### src/rtl/video_ditherer.sv
// video_ditherer: ordered 4x4 dither from 8-bit to 5-bit colour per channel,
// re-expanded to 8 bits. Two-stage pipeline advanced by the pixel clock
// enable; timing signals are delayed by the same two strobes as the colour.
module video_ditherer #(
    parameter int TEMPORAL = 0
) (
    input  logic       clk,
    input  logic       reset,
    input  logic       ce_pixel,
    input  logic       enable,
    input  logic       hblank,
    input  logic       vblank,
    input  logic       hsync,
    input  logic       vsync,
    input  logic [7:0] red,
    input  logic [7:0] green,
    input  logic [7:0] blue,
    output logic       hblank_out,
    output logic       vblank_out,
    output logic       hsync_out,
    output logic       vsync_out,
    output logic [7:0] red_out,
    output logic [7:0] green_out,
    output logic [7:0] blue_out
);

    // ------------------------------------------------------------------
    // Helper functions
    // ------------------------------------------------------------------

    // Signed dither offset for a (row, effective column) matrix position.
    function automatic logic signed [3:0] offset_lut(input logic [1:0] row,
                                                     input logic [1:0] col);
        logic signed [3:0] off;
        case ({row, col})
            4'd0:    off = -4'sd4;
            4'd1:    off =  4'sd0;
            4'd2:    off = -4'sd3;
            4'd3:    off =  4'sd1;
            4'd4:    off =  4'sd2;
            4'd5:    off = -4'sd2;
            4'd6:    off =  4'sd3;
            4'd7:    off = -4'sd1;
            4'd8:    off = -4'sd3;
            4'd9:    off =  4'sd1;
            4'd10:   off = -4'sd4;
            4'd11:   off =  4'sd0;
            4'd12:   off =  4'sd3;
            4'd13:   off = -4'sd1;
            4'd14:   off =  4'sd2;
            4'd15:   off = -4'sd2;
            default: off =  4'sd0;
        endcase
        return off;
    endfunction

    // Add offset in 10-bit signed arithmetic, clamp to 0..255, keep the top
    // five bits and replicate their MSBs into the low bits so full scale
    // maps to 0xFF and zero to 0x00.
    function automatic logic [7:0] dither_chan(input logic [7:0]        c,
                                               input logic signed [3:0] off);
        logic signed [9:0] sum;
        logic [7:0]        clamped;
        logic [4:0]        q;
        sum = $signed({2'b00, c}) + $signed({{6{off[3]}}, off});
        if (sum[9]) begin
            clamped = 8'h00;
        end else if (sum[8]) begin
            clamped = 8'hFF;
        end else begin
            clamped = sum[7:0];
        end
        q = clamped[7:3];
        return {q, q[4:2]};
    endfunction

    // ------------------------------------------------------------------
    // Position counters and edge history
    // ------------------------------------------------------------------
    logic [1:0] r_x;
    logic [1:0] r_y;
    logic       r_frame;
    logic       r_hblank_d;
    logic       r_vblank_d;

    logic       w_active;
    logic       w_hblank_rise;
    logic       w_vblank_rise;
    logic [1:0] w_col;
    logic signed [3:0] w_offset;

    assign w_active      = ~hblank & ~vblank;
    assign w_hblank_rise = hblank & ~r_hblank_d;
    assign w_vblank_rise = vblank & ~r_vblank_d;

    // Effective column: temporal mode shifts the pattern by two on odd frames.
    always_comb begin
        w_col = r_x;
        if (TEMPORAL != 0) begin
            w_col = r_x + {r_frame, 1'b0};
        end else begin
            w_col = r_x;
        end
    end

    assign w_offset = offset_lut(r_y, w_col);

    // Column counter: cleared in horizontal blank, wraps silently mod 4.
    always_ff @(posedge clk or posedge reset) begin
        if (reset) begin
            r_x <= 2'd0;
        end else if (ce_pixel) begin
            if (hblank) begin
                r_x <= 2'd0;
            end else if (w_active) begin
                r_x <= r_x + 2'd1;
            end else begin
                r_x <= r_x;
            end
        end else begin
            r_x <= r_x;
        end
    end

    // Row counter: cleared in vertical blank (wins over a same-strobe line
    // edge), otherwise steps on every start of horizontal blank.
    always_ff @(posedge clk or posedge reset) begin
        if (reset) begin
            r_y <= 2'd0;
        end else if (ce_pixel) begin
            if (vblank) begin
                r_y <= 2'd0;
            end else if (w_hblank_rise) begin
                r_y <= r_y + 2'd1;
            end else begin
                r_y <= r_y;
            end
        end else begin
            r_y <= r_y;
        end
    end

    // Frame parity toggles at each start of vertical blank.
    always_ff @(posedge clk or posedge reset) begin
        if (reset) begin
            r_frame <= 1'b0;
        end else if (ce_pixel && w_vblank_rise) begin
            r_frame <= ~r_frame;
        end else begin
            r_frame <= r_frame;
        end
    end

    // Previous-strobe blank levels for edge detection.
    always_ff @(posedge clk or posedge reset) begin
        if (reset) begin
            r_hblank_d <= 1'b0;
            r_vblank_d <= 1'b0;
        end else if (ce_pixel) begin
            r_hblank_d <= hblank;
            r_vblank_d <= vblank;
        end else begin
            r_hblank_d <= r_hblank_d;
            r_vblank_d <= r_vblank_d;
        end
    end

    // ------------------------------------------------------------------
    // Stage 1: capture colour, offset, enable, blank and timing
    // ------------------------------------------------------------------
    logic [7:0]        r_s1_red;
    logic [7:0]        r_s1_green;
    logic [7:0]        r_s1_blue;
    logic signed [3:0] r_s1_offset;
    logic              r_s1_enable;
    logic              r_s1_blank;
    logic [3:0]        r_s1_timing;

    // Stage 1 pipeline register.
    always_ff @(posedge clk or posedge reset) begin
        if (reset) begin
            r_s1_red    <= 8'h00;
            r_s1_green  <= 8'h00;
            r_s1_blue   <= 8'h00;
            r_s1_offset <= 4'sd0;
            r_s1_enable <= 1'b0;
            r_s1_blank  <= 1'b0;
            r_s1_timing <= 4'h0;
        end else if (ce_pixel) begin
            r_s1_red    <= red;
            r_s1_green  <= green;
            r_s1_blue   <= blue;
            r_s1_offset <= w_offset;
            r_s1_enable <= enable;
            r_s1_blank  <= hblank | vblank;
            r_s1_timing <= {hblank, vblank, hsync, vsync};
        end else begin
            r_s1_red    <= r_s1_red;
            r_s1_green  <= r_s1_green;
            r_s1_blue   <= r_s1_blue;
            r_s1_offset <= r_s1_offset;
            r_s1_enable <= r_s1_enable;
            r_s1_blank  <= r_s1_blank;
            r_s1_timing <= r_s1_timing;
        end
    end

    // ------------------------------------------------------------------
    // Stage 2: clamp/quantise (or bypass / blank) and register outputs
    // ------------------------------------------------------------------
    logic [7:0] w_red_next;
    logic [7:0] w_green_next;
    logic [7:0] w_blue_next;

    // Select blanked, pass-through or dithered colour for stage 2.
    always_comb begin
        w_red_next   = 8'h00;
        w_green_next = 8'h00;
        w_blue_next  = 8'h00;
        if (r_s1_blank) begin
            w_red_next   = 8'h00;
            w_green_next = 8'h00;
            w_blue_next  = 8'h00;
        end else if (!r_s1_enable) begin
            w_red_next   = r_s1_red;
            w_green_next = r_s1_green;
            w_blue_next  = r_s1_blue;
        end else begin
            w_red_next   = dither_chan(r_s1_red,   r_s1_offset);
            w_green_next = dither_chan(r_s1_green, r_s1_offset);
            w_blue_next  = dither_chan(r_s1_blue,  r_s1_offset);
        end
    end

    logic [7:0] r_red_out;
    logic [7:0] r_green_out;
    logic [7:0] r_blue_out;
    logic [3:0] r_timing_out;

    // Stage 2 pipeline register driving every output.
    always_ff @(posedge clk or posedge reset) begin
        if (reset) begin
            r_red_out    <= 8'h00;
            r_green_out  <= 8'h00;
            r_blue_out   <= 8'h00;
            r_timing_out <= 4'h0;
        end else if (ce_pixel) begin
            r_red_out    <= w_red_next;
            r_green_out  <= w_green_next;
            r_blue_out   <= w_blue_next;
            r_timing_out <= r_s1_timing;
        end else begin
            r_red_out    <= r_red_out;
            r_green_out  <= r_green_out;
            r_blue_out   <= r_blue_out;
            r_timing_out <= r_timing_out;
        end
    end

    assign red_out    = r_red_out;
    assign green_out  = r_green_out;
    assign blue_out   = r_blue_out;
    assign hblank_out = r_timing_out[3];
    assign vblank_out = r_timing_out[2];
    assign hsync_out  = r_timing_out[1];
    assign vsync_out  = r_timing_out[0];

endmodule
### config.mk
export PLATFORM = sky130hd
export DESIGN_NAME = video_ditherer
export DESIGN_NICKNAME = d
export VERILOG_FILES = /design/src/rtl/video_ditherer.sv
export SDC_FILE = /design/constraint.sdc
export NUM_CORES = 1
export LEC_CHECK = 0
export ABC_CLOCK_PERIOD_IN_PS = 3200
export BUFFER_PORTS_ARGS = -buffer_cell sky130_fd_sc_hd__buf_2
export CAP_MARGIN = 15
export CORE_ASPECT_RATIO = 2
export CORE_MARGIN = 4
export CORE_UTILIZATION = 58
export CTS_CLUSTER_SIZE = 10
export DETAILED_ROUTE_END_ITERATION = 6
export HOLD_SLACK_MARGIN = 0.05
export PLACE_DENSITY = 0.81
export SYNTH_ARGS = -nofsm -noshare
export SYNTH_HDL_FRONTEND = slang
export SYNTH_SLANG_ARGS = --single-unit
### constraint.sdc
create_clock -name clk -period 3.2 [get_ports clk]
set_input_delay 0.16 -clock clk [delete_from_list [all_inputs] [get_ports clk]]
set_output_delay 0.16 -clock clk [all_outputs]
set_load 0.1 [all_outputs]
; ---- Yosys cells after proc, flatten, opt, wreduce, memory -nomap -nowiden
; Memory sizes are Yosys's and may differ from the RTL's. A register that Yosys moved wholly into a read port is not among the register bits.
; Index checks and enable logic that the tools add are counted.
[classes]
add_sub_neg = 5
multipliers = 0
div = 0
n_lt_le_gt_ge = 0
n_eq_ne = 0
shifts = 0
mux = 16
bitwise = 6
n_reduce_logical = 4
[op_table]
columns = operator, count
row1 = two-way mux 8 bit, 12
row2 = adder 9 x 4 -> 10 bit, 3
row3 = two-way mux 2 bit, 4
row4 = "adder 2 x 1 -> 2 bit, second input constant", 2
row5 = AND reduction 2 bit, 2
row6 = nonzero test 2 bit, 2
row7 = inverter 1 bit, 3
row8 = AND 1 bit, 2
row9 = bitwise OR 1 bit, 1
[word_totals]
register_bits = 63
latchBits = 0
ramBits = 0
mem_bits_ro = 64
inputBits = 32
output_inout_bits = 28
wordCells = 45
n_memories = 1
[memory_table]
columns = memory, depth, width, rd, rd_ports_with_merged_regs, write_ports, line_no
row1 = (no name shown), 16, 4, 1, 1, 0, 35  ; case ({row, col})

; ---- Logic depth before layout (Yosys ltp)
[logic_depth]
ltp_word = 5
mapped_depth = 8
depth_no_buf = 8

; ---- Worst setup path before layout
; OpenSTA, ideal clock, no wires.
[synth_timing]
path_kind = flip-flop to flip-flop
start = register r_s1_offset[2]
end = register r_green_out[1] (netlist: green_out[1])
setup_ps = 126
t_arrival_ps = 2329
t_required_ps = 3074
slack_ps = 745
stages_incl_launch_ff = 8
n_path_buf = 0
synth_period_minus_slack_ps = 2455
path_cell_list = dfrtp_1 ha_1 or2_2 o22a_1 a221oi_4 a21boi_1 o32ai_1 a221o_1
[synth_between]
elab_chain_cells = 5
[synth_rtl]
columns = item, line_no
row1 = "start, declared", 174  ; logic signed [3:0] r_s1_offset;
row2 = adder 9 x 4 -> 10 bit *, 65  ; sum = $signed({2'b00, c}) + $signed({{6{off[3]}}, off});
row3 = two-way mux 8 bit, 68  ; end else if (sum[8]) begin
row4 = two-way mux 8 bit *, 66  ; if (sum[9]) begin
row5 = two-way mux 8 bit *, 224  ; end else if (!r_s1_enable) begin
row6 = two-way mux 8 bit *, 220  ; if (r_s1_blank) begin
row7 = "end signal, assigned", 249  ; r_green_out <= w_green_next;
row8 = "end signal, assigned", 254  ; r_green_out <= r_green_out;
row9 = "end, declared", 236  ; logic [7:0] r_green_out;
; Mark *: on every way between the ends. The rest lies on a longest branch, timed or not.
; A chain may end at the register's enable or synchronous reset.

; ---- Worst setup path after layout
[layout_timing]
start = register r_s1_offset[2]
end = register r_blue_out[0] (netlist: blue_out[0])
[layout_between]
elab_chain_cells = 5
[layout_rtl]
columns = item, line_no
row1 = adder 9 x 4 -> 10 bit *, 65
row2 = two-way mux 8 bit, 68
row3 = two-way mux 8 bit *, 66
row4 = two-way mux 8 bit *, 224
row5 = two-way mux 8 bit *, 220
row6 = "end signal, assigned", 250  ; r_blue_out <= w_blue_next;
row7 = "end signal, assigned", 255  ; r_blue_out <= r_blue_out;
row8 = "end, declared", 237  ; logic [7:0] r_blue_out;
; Marked as above.

==> run metrics <==
Max Root-Sink Buffers=2; via count=3,457; HP Class=input pin to flop; clk_lat worst skew=340 ps; FMAX=0.362 GHz; final setup fails=0; syn_nets=442; async set-reset flop share out of synthesis=100%; CTS tree=done; setup TNS=0 ps; Main synth FF type=dfrtp_1; Die Y=126 um; FP Rows=42; diode count=0; Mapped Avg Cell Area=10.4 um2; post-synth cell types=63; Mapped Cells=386; Slew HR=43.4%; Setup WS pre-CTS=279 ps; clock skew=4.98 ps; most common cell in the synthesized netlist=dfrtp_1; Hold Vio Cnt, Final=0; final core utilization=72.4%; status=finished clean; TritonRoute pass-1 iters=4; drt drc=0; Port Buffers=59; PD cells=749 nW/um2; drt wl/cell=18.5 um; crit path cell chain=buf_4, ha_1, nand3_1, a21oi_1, o211a_1, o21ai_0, a221oi_1, a221o_1; Synth Register Bits=65; synth top area cells=dfrtp_1 40%, mux2_2 7.8%, ha_1 7.5%; Post-synth EDFFs=0; aggregate global routing overflow=0; Mapped Area=4020 um2; vias in the first global route=3,625; worst-path fanout max=21; clock-pin slew on the worst setup and hold paths=50 ps; static leakage=2.23 nW; starting density of the core=60.3%; CTS root buf=clkbuf_16; critical path launch point type=flop; share of the synthesized area in the top cell type=40.4%; largest net degree at the start of global routing=59; final net count=517; Syn. warnings=0; Inserted Clock Buffers=9; final period utilization=86.4%; Setup crit end kind=flop; Buffers & Inverters on Critical Path=1; cell type with the largest total area after synthesis=dfrtp_1; # fillers=536; antenna viol nets, final=0; Syn-to-layout area delta=20.1%; RSZ-0062 raised after global routing=false; Worst path max stage delay=570 ps; transition time at the pin with the least slew margin=848 ps; initial antenna violation count=0; delay-heaviest family, CP=compound AO/OA/AOI/OAI gates; Synth top cells by count=65 x dfrtp_1, 28 x mux2_2, 27 x o21ai_0; share of layout cells above drive strength 1=26.9%; die width=66.9 um; # IOs=60; routability cong.=1.01; H-tree Lvls=3; max_cap viols=0; CP required=3470 ps; half-perimeter wire length after placement=7.51 mm; Slew Viols, Final=0; Seq/Total Area, Yosys=40.4%; crit path max-delay cell type=dfrtp_2; min Tclk post-route=2760 ps; Die Area=8410 um2; peak supply drop=0.453 mV; critical path type=flop to flop; core area=6670 um2; # clock sinks=65; gr usage total=27.1%; Total Routed Length=10.2 mm; Worst EP arrival=3030 ps; final critical-path setup slack=437 ps; drt via density=6.25; Pwr Total=0.00362 W; Iteration-0 DRC Markers=220; final hold slack=55.1 ps; global-route wire length before repair=17.2 mm
==> per-stage QoR <==
| stage | area (um2) | std cells |
|---|---|---|
| 6_report | 4830 | 553 |
| 5_1_grt | 4830 | 553 |
| 4_1_cts | 4830 | 553 |
| 3_5_place_dp | 4400 | 528 |
| 3_3_place_gp | 4400 | 528 |
| 2_1_floorplan | 4020 | 386 |
==> worst reg2reg max path, stage by stage (launching register included) <==
cell	delay, ps
dfrtp_2	570
buf_4	260
ha_1	400
nand3_1	100
a21oi_1	370
o211a_1	300
o21ai_0	130
a221oi_1	390
a221o_1	170
==> cell usage in the layout (no fill, tap or decap), types with 3 or more instances in the layout <==
cell / instances
o221ai_1: 5
nand2b_1: 8
clkbuf_16: 9
a21o_1: 5
nor2_1: 12
xor2_1: 3
dfrtp_1: 64
dlygate4sd3_1: 10
xnor2_1: 10
and3_1: 4
buf_2: 59
ha_1: 24
clkbuf_8: 3
mux2_2: 28
a221oi_1: 7
nor2b_1: 11
o21ai_0: 27
inv_1: 16
o32ai_1: 3
a22oi_1: 6
nand2_1: 20
a22o_1: 3
o21a_1: 6
buf_4: 8
nor3_1: 12
o2bb2ai_1: 4
a221o_1: 12
a21oi_1: 25
nand3_1: 8
==> registers in the layout (all words and copies together), names as in the netlist, 2 cells and up <==
name	cells
blue_out	8
green_out	8
r_s1_blue	8
r_s1_green	8
r_s1_offset	3
r_s1_red	8
r_s1_timing	3
r_timing_out	4
r_x	2
r_y	2
red_out	8
==> cells by family (layout without fill, tap and decap cells) <==
group           Yosys count  count (layout)  share of synthesized area, %
compound gates          139             139                          26.5
xor+xnor                 13              13                          2.83
fa+ha+maj                24              24                          7.47
buf+inv                  31             110                          3.86
flops                    65              65                          40.4
mux                      28              28                          7.84
simple gates             86              86                          11.0
==> final cells by class <==
| class | count | area, um2 | area share [%] |
|---|---|---|---|
| Inverter | 18 | 67.6 | 1.40 |
| Sequential cell | 65 | 1630 | 33.7 |
| Clock inverter | 2 | 60.1 | 1.24 |
| Multi-Input combinational cell | 290 | 2240 | 46.4 |
| Clock buffer | 13 | 270 | 5.59 |
| Tap cell | 88 | 110 | 2.28 |
| Timing Repair Buffer | 77 | 455 | 9.43 |
==> per-layer routing <==
metal  up-vias  share of wire, %  global-route usage [%]
met5         -                 0                       0
met4         0               4.7                    16.5
met3        32               4.7                    5.17
met2       106                54                    46.3
met1      1681                37                    30.0
li1       1638                 -                       -
==> timing repair <==
action                                  CTS  global route
endpoints found under the setup margin    0             5
hold buffers                             10             0
hold endpoints to repair                 49             0
buffers inserted                          0             0
resized for setup                         0             1
==> power by group <==
group	leakage [nW]	total [W]	switching, W	internal (W)
sequential	0.812	0.00103	0.000109	0.000919
clock	0.162	0.00108	0.000343	0.000741
combinational	1.25	0.00151	0.000983	0.000525
==> final timing paths <==
kind,from,end,slack (ps),cells after the start
max,r_s1_offset[2],blue_out[0],440,8
min,blue[7],r_s1_blue[7],60,3
max reg2reg,r_s1_offset[2],blue_out[0],440,8
min reg2reg,blue_out[6],blue_out[6],500,1
max in group asynchronous,reset,green_out[0],1810,4
min in group asynchronous,reset,r_s1_timing[1],560,3
(Power assumes the default switching activity.)
